[config.mk]
export PLATFORM = sky130hd
export DESIGN_NAME = jk_register_arbiter_flat
export DESIGN_NICKNAME = d
export VERILOG_FILES = /design/src/rtl/jk_register_arbiter_if.sv /design/src/rtl/jk_register_arbiter.sv /design/src/flat_wrapper.sv
export SDC_FILE = /design/constraint.sdc
export NUM_CORES = 1
export LEC_CHECK = 0
export ABC_AREA = 1
export CELL_PAD_IN_SITES_DETAIL_PLACEMENT = 1
export CELL_PAD_IN_SITES_GLOBAL_PLACEMENT = 1
export CORE_AREA = 2 2 79 81
export CTS_CLUSTER_DIAMETER = 40
export CTS_CLUSTER_SIZE = 10
export DETAILED_ROUTE_END_ITERATION = 10
export DIE_AREA = 0 0 81 83
export PLACE_DENSITY_LB_ADDON = 0.1
export SYNTH_ARGS = -nofsm -noshare
export SYNTH_HDL_FRONTEND = slang
export SYNTH_SLANG_ARGS = --single-unit
[constraint.sdc]
create_clock -name clock -period 2.35 [get_ports clock]
set_input_delay 0.5875 -clock clock [delete_from_list [all_inputs] [get_ports clock]]
set_output_delay 0.5875 -clock clock [all_outputs]
set_load 0.005 [all_outputs]
[src/rtl/jk_register_arbiter_if.sv]
// Request/command/status bundle between N JK requesters and the shared register.
interface jk_register_arbiter_if #(
    parameter int unsigned N = 4,
    parameter int unsigned W = 8
);
    localparam int unsigned IDW = (N > 1) ? $clog2(N) : 1;

    logic [N-1:0]   req;
    logic [N*W-1:0] j;
    logic [N*W-1:0] k;
    logic [N-1:0]   ack;
    logic [W-1:0]   q;
    logic           busy;
    logic [IDW-1:0] gnt_id;

    modport master (
        output req, j, k,
        input  ack, q, busy, gnt_id
    );

    modport slave (
        input  req, j, k,
        output ack, q, busy, gnt_id
    );
endinterface

[src/rtl/jk_register_arbiter.sv]
// Shared W-bit JK register behind an N-way req/ack arbiter (round-robin by default).
// Define JK_ARB_FIXED_PRIO_EN to select fixed priority (lowest req index wins, no pointer).
module jk_register_arbiter #(
    parameter int unsigned   N    = 4,
    parameter int unsigned   W    = 8,
    parameter logic [W-1:0]  INIT = '0
) (
    input logic                 clock,
    input logic                 preset_,
    jk_register_arbiter_if.slave bus
);
    localparam int unsigned IDW = (N > 1) ? $clog2(N) : 1;

    localparam logic [1:0] IDLE  = 2'd0;
    localparam logic [1:0] APPLY = 2'd1;
    localparam logic [1:0] ACK   = 2'd2;

    logic [1:0]     state_q, state_d;
    logic [W-1:0]   reg_q,   reg_d;
    logic [N-1:0]   ack_q,   ack_d;
    logic [IDW-1:0] gnt_q,   gnt_d;
    logic           busy_q;

    logic           arb_valid;
    logic [IDW-1:0] arb_g;
    logic [W-1:0]   j_g, k_g;
    logic [IDW-1:0] gnt_next;

`ifdef JK_ARB_FIXED_PRIO_EN
    always_comb begin
        arb_valid = 1'b0;
        arb_g     = '0;
        for (int unsigned i = 0; i < N; i++) begin
            if (!arb_valid && bus.req[i]) begin
                arb_valid = 1'b1;
                arb_g     = IDW'(i);
            end
        end
    end
`else
    logic [IDW-1:0] ptr_q, ptr_d;

    // Search starts at ptr and wraps; ptr + off is always below 2N, so one subtract wraps it.
    always_comb begin
        int unsigned idx;
        idx       = 0;
        arb_valid = 1'b0;
        arb_g     = '0;
        for (int unsigned off = 0; off < N; off++) begin
            idx = 32'(ptr_q) + off;
            if (idx >= N) idx = idx - N;
            if (!arb_valid && bus.req[idx]) begin
                arb_valid = 1'b1;
                arb_g     = IDW'(idx);
            end
        end
    end
`endif

    assign j_g      = bus.j[gnt_q*W +: W];
    assign k_g      = bus.k[gnt_q*W +: W];
    assign gnt_next = (gnt_q == IDW'(N - 1)) ? '0 : gnt_q + IDW'(1);

    always_comb begin
        state_d = state_q;
        reg_d   = reg_q;
        ack_d   = ack_q;
        gnt_d   = gnt_q;
`ifndef JK_ARB_FIXED_PRIO_EN
        ptr_d   = ptr_q;
`endif
        case (state_q)
            IDLE: begin
                if (arb_valid) begin
                    gnt_d   = arb_g;
                    state_d = APPLY;
                end
            end
            APPLY: begin
                // Committed regardless of whether the requester still holds req.
                reg_d        = (~reg_q & j_g) | (reg_q & ~k_g);
                ack_d        = '0;
                ack_d[gnt_q] = 1'b1;
                state_d      = ACK;
            end
            ACK: begin
                if (!bus.req[gnt_q]) begin
                    ack_d   = '0;
                    state_d = IDLE;
`ifndef JK_ARB_FIXED_PRIO_EN
                    ptr_d   = gnt_next;
`endif
                end
            end
            default: begin
                ack_d   = '0;
                state_d = IDLE;
            end
        endcase
    end

    always_ff @(posedge clock or negedge preset_) begin
        if (!preset_) begin
            state_q <= IDLE;
            reg_q   <= INIT;
            ack_q   <= '0;
            gnt_q   <= '0;
            busy_q  <= 1'b0;
`ifndef JK_ARB_FIXED_PRIO_EN
            ptr_q   <= '0;
`endif
        end else begin
            state_q <= state_d;
            reg_q   <= reg_d;
            ack_q   <= ack_d;
            gnt_q   <= gnt_d;
            busy_q  <= (state_d != IDLE);
`ifndef JK_ARB_FIXED_PRIO_EN
            ptr_q   <= ptr_d;
`endif
        end
    end

`ifdef JK_ARB_FIXED_PRIO_EN
    logic unused_gnt_next;
    assign unused_gnt_next = ^gnt_next;
`endif

    assign bus.ack    = ack_q;
    assign bus.q      = reg_q;
    assign bus.busy   = busy_q;
    assign bus.gnt_id = gnt_q;
endmodule

[src/flat_wrapper.sv]
// flat-port wrapper written by rule: the top's interface ports become plain ports
module jk_register_arbiter_flat 
#(
    parameter int unsigned   N    = 4,
    parameter int unsigned   W    = 8,
    parameter logic [W-1:0]  INIT = '0
)
  (clock, preset_, bus_req, bus_j, bus_k, bus_ack, bus_q, bus_busy, bus_gnt_id);
  jk_register_arbiter_if #(.N(N), .W(W)) bus_i ();
  input logic clock;
  input logic preset_;
  input wire logic [$bits(bus_i.req)-1:0] bus_req;
  input wire logic [$bits(bus_i.j)-1:0] bus_j;
  input wire logic [$bits(bus_i.k)-1:0] bus_k;
  output wire logic [$bits(bus_i.ack)-1:0] bus_ack;
  output wire logic [$bits(bus_i.q)-1:0] bus_q;
  output wire logic [$bits(bus_i.busy)-1:0] bus_busy;
  output wire logic [$bits(bus_i.gnt_id)-1:0] bus_gnt_id;
  assign bus_i.req = bus_req;
  assign bus_i.j = bus_j;
  assign bus_i.k = bus_k;
  assign bus_ack = bus_i.ack;
  assign bus_q = bus_i.q;
  assign bus_busy = bus_i.busy;
  assign bus_gnt_id = bus_i.gnt_id;
  jk_register_arbiter #(.N(N), .W(W), .INIT(INIT)) u_core (.clock(clock), .preset_(preset_), .bus(bus_i));
endmodule
Yosys cells after proc, flatten, opt, wreduce, memory -nomap -nowiden
Cells that the tools add are included.
Word-level totals
  flip-flop bits (word level): 19
  bits of input ports: 70
  word-level logic and storage cells: 79
Operators by class
  add/sub/neg operators: 8
  magnitude comparators: 10
  eq/ne operators: 4
  shift operators: 2
  muxes and demuxes: 30
  bitwise operators: 7
  reductions and logical operators: 12
Operator list (count)
  less-than comparator 32 x 3 -> 1 bit (second input constant): 4
  2-to-1 mux 32 bit: 4
  greater-or-equal comparator 32 x 3 -> 1 bit (second input constant): 3
  subtractor 32 x 3 -> 32 bit (second input constant): 3
  indexed part select 32 x 6 -> 8 bit: 2
  AND 8 bit: 2
  inverter 8 bit: 2
  2-to-1 mux 2 bit: 7
  case mux 4 bit (3 select lines): 1
  binary-select mux 1 bit (select 2 bit): 5
  2-to-1 mux 1 bit: 10
  bitwise OR 8 bit: 1
  adder 2 x 2 -> 3 bit (second input constant): 2
  case mux 2 bit (3 select lines): 1
  AND reduction 2 bit: 3
  == test 2 bit (second input constant): 2
  logical AND 1 bit: 4
  2-to-1 mux 4 bit: 1
  subtractor 2 x 3 -> 4 bit (second input constant): 1
  adder 2 x 1 -> 3 bit (second input constant): 1
  greater-or-equal comparator 2 x 3 -> 1 bit (second input constant): 1
  logical NOT 1 bit: 3
  less-than comparator 2 x 3 -> 1 bit (second input constant): 1
  adder 2 x 1 -> 2 bit (second input constant): 1
  other kinds (7): 8

Longest topological paths before layout
  depth after elaboration: 17
  mapped depth: 11

Least setup slack after synthesis
Ideal clock, no wire load.
  path kind: in2reg
  start point: input bus_req[0]
  end point: register u_core.gnt_q[0], in the netlist u_core.bus.gnt_id[0]
  library setup time: 117 ps
  arrival time: 1289 ps
  required time: 2233 ps
  slack: 944 ps
  cell stages on the path: 10
  cells stage by stage: inv_1 nand2_1 nand3_2 nand2_4 nor2_8 nand3_2 nand2_2 inv_2 nand3_1 nand2_1
On the way
  cells in the longest elaborated chain, start to end: 13
Ends and longest elaborated chain
  from (decl): RTL line flat_wrapper.sv:12  | input wire logic [$bits(bus_i.req)-1:0] bus_req;
  binary-select mux 1 bit (select 2 bit): RTL line jk_register_arbiter.sv:52  | if (!arb_valid && bus.req[idx]) begin
  2-to-1 mux 1 bit (implied by the code): RTL line jk_register_arbiter.sv:52
  2-to-1 mux 1 bit: RTL line jk_register_arbiter.sv:52
  logical NOT 1 bit: RTL line jk_register_arbiter.sv:52
  logical AND 1 bit: RTL line jk_register_arbiter.sv:52
  2-to-1 mux 1 bit: RTL line jk_register_arbiter.sv:52
  logical NOT 1 bit: RTL line jk_register_arbiter.sv:52
  logical AND 1 bit: RTL line jk_register_arbiter.sv:52
  2-to-1 mux 1 bit: RTL line jk_register_arbiter.sv:52
  logical NOT 1 bit: RTL line jk_register_arbiter.sv:52
  logical AND 1 bit: RTL line jk_register_arbiter.sv:52
  2-to-1 mux 1 bit: RTL line jk_register_arbiter.sv:52
  AND reduction 2 bit (no line)
  to (signal assigned): RTL line jk_register_arbiter.sv:116  | gnt_q <= gnt_d;
  to (decl): RTL line jk_register_arbiter.sv:21  | logic [IDW-1:0] gnt_q, gnt_d;
Several ways; a longest one is shown, not always the timed one. The select of a mux whose other input is x is not followed.
A chain may end at the register's enable or synchronous reset.

Worst setup path in the final report
  start point: register u_core.gnt_q[0], in the netlist u_core.bus.gnt_id[0]
  end point: output bus_gnt_id[0]
RTL lines
  to (decl): RTL line flat_wrapper.sv:18  | output wire logic [$bits(bus_i.gnt_id)-1:0] bus_gnt_id;
No word-level cell between the ends.

==> flow_summary.ini <==
[run_status]
status = finished, final reports clean

[yosys]
syn-num-nets = 313
syn_area_um2 = 1580
yosys_warnings = 0
yosysTopAreaCell = dfrtp_1
netlist_instances = 239
synth.distinct_cells = 24
yosysSeqAreaShare = 0.302
yosysTopAreaCellShare = 0.302
syn_avg_cell_area_um2 = 6.60
synth_area_leaders = dfrtp_1, nand2_1, a21oi_1
ys_ff_latch = 19

[placed_design]
dpl_cell_area_um2 = 2520
port_buffers = 84
dp_hpwl_mm = 4.44
place_congestion = 0.786

[timing]
setup_violations = 0
finalCritPeriodShare = 0.864
final_max_slew_viol_count = 0
worst_pin_slew_ps = 545
fin_crit_ps = 2030
hold_viol = 0
clock_skew_ps = 1.52
tns_ps = 0
rsz0062_at_grt = no
max_freq_mhz = 493
maxSlewHeadroom = 0.636

[pwr]
power_density_nw_per_um2 = 1130
power_leakage_nw = 1.15
ir_drop_uv = 488

[global_routing]
grt.total_usage = 0.186
grt_max_degree = 27
antenna_found_initial = 0
grt_pass1_wl_mm = 9.85
grt_pass1_vias = 2006
grt_overflow = 0

[worst_setup_path]
worst-path-buf-inv = 1
worstPathArrival_ps = 1440
worst_setup_path_start_kind = register
path_cells = clkdlybuf4s50_1
cp_data_required_time_ps = 1760
worstSetupPathType = register to output port
cp_max_fo = 10
worst_path_largest_cell_delay_ps = 600
critPathTopFamily = flip-flops
crit_path_end_kind = output port
slowest_stage = dfrtp_1

[clock_tree]
cts-hold-fix-buffers = 0
path_clk_slew_ps = 80
cts_setup_buffers = 0
tritoncts.num_buffers = 3
cts_tree = done
cts_resized = 0
clk-insertion-delay-late_ps = 260
cts-root-buf = clkbuf_8
clock-sinks = 19
cts_max_path_buffers = 2
cts_max_level = 1

[floorplanning]
fp-row-count = 28
initial_core_util = 0.271
die_w_um = 81
core-area_um2 = 5820
die_y_um = 83
num_io_pins = 85
dieArea_um2 = 6720

[worst_hold_path]
hp-class = register to register

[final_layout]
final_nets = 397
fillers = 765
final_area_um2 = 2560
syn_to_final_growth_pct = 62.6
antenna_cells = 0
drive_gt1_frac = 0.0901

[drt]
wl_per_cell_um = 14.6
routed_via_density = 4.82
drc_errors = 0
ant_nets = 0
drt_wl_total_mm = 5.80
firstDrtPassIters = 4
drt_iter0_drc = 56
vias = 1914

[run]
max-cap-violations = 0
[state kept, by name, indices dropped and copies added, names as in the netlist]
register / cells
u_core.bus.ack: 4
u_core.bus.q: 8
u_core.bus.gnt_id: 2
u_core.bus.busy: 1
u_core.state_q: 2
u_core.ptr_q: 2
[cells in the final DEF, fill, tap and decap left out, types with 6 or more instances in the layout]
cell,netlist,final
buf_4,0,6
nor2_1,20,20
clkdlybuf4s50_1,0,84
nand2_2,6,6
inv_1,14,14
nand3_1,12,12
nand2_1,68,68
o22ai_1,8,8
a21oi_1,28,28
o21ai_0,21,21
dfrtp_1,19,19
[through the flow]
stage	utilization	cells	hold slack [ps]	power [mW]	worst slack (ps)
after global routing	0.441	397	510	3.25	238
final	0.441	397	485	2.89	320
after detailed placement	0.433	393	475	2.67	261
after global placement	0.433	393	469	2.65	292
after CTS	0.441	397	491	2.93	283
after floorplan	-	239	292	1.90	944
[final timing paths]
path                                 startpoint                   end  slack, ps  cells past startpoint
min                             u_core.bus.q[5]       u_core.bus.q[5]        480                      1
min reg2reg                     u_core.bus.q[5]       u_core.bus.q[5]        480                      1
max reg2reg                     u_core.ptr_q[0]  u_core.bus.gnt_id[0]        550                      9
max in group asynchronous               preset_     u_core.bus.ack[2]       1450                      2
max                        u_core.bus.gnt_id[0]         bus_gnt_id[0]        320                      1
min in group asynchronous               preset_       u_core.bus.q[7]        670                      2
[synth_stat cells]
cell type / instances
buf_2: 5
a21oi_1: 28
nand3_1: 12
inv_1: 14
nor2_1: 20
o22ai_1: 8
nand3_2: 3
a21boi_0: 1
dfrtp_1: 19
o31ai_1: 1
nand2_1: 68
a221oi_1: 4
a22o_1: 4
o21ai_2: 1
clkbuf_1: 6
nor2_8: 1
nand2_4: 2
buf_6: 1
o21ai_0: 21
nand4_1: 1
nand2_2: 6
inv_2: 5
a31oi_1: 4
ha_1: 4
[cell type report]
cell class,instances,area [um^2],share of cell area
Inverter,19,71.3,0.0278
Clock inverter,1,5.00,0.00195
Timing Repair Buffer,91,906,0.353
Clock buffer,3,41.3,0.0161
Multi-Input combinational cell,189,971,0.379
Tap cell,75,93.8,0.0366
Sequential cell,19,475,0.185
[power by group]
group | internal, mW | switching (mW) | total [mW]
Clock | 0.118 | 0.120 | 0.238
Sequential | 0.488 | 0.192 | 0.680
Combinational | 0.865 | 1.11 | 1.97
Total | 1.47 | 1.42 | 2.89
[cells by family (layout without fill, tap and decap cells)]
logic type / count (synthesis) / after routing / synth area share
flops: 19 / 19 / 0.302
compound gates: 72 / 72 / 0.263
fa+ha+maj: 4 / 4 / 0.0317
simple gates: 113 / 113 / 0.321
buf+inv: 31 / 114 / 0.0825
[metal layers]
layer | share of wire | global-route usage | up-vias
met5 | 0 | 0 | -
met4 | 0.013 | 0.0555 | 0
met3 | 0.051 | 0.0283 | 4
met2 | 0.46 | 0.300 | 48
met1 | 0.47 | 0.255 | 891
li1 | - | - | 971
(Power assumes the default switching activity.)
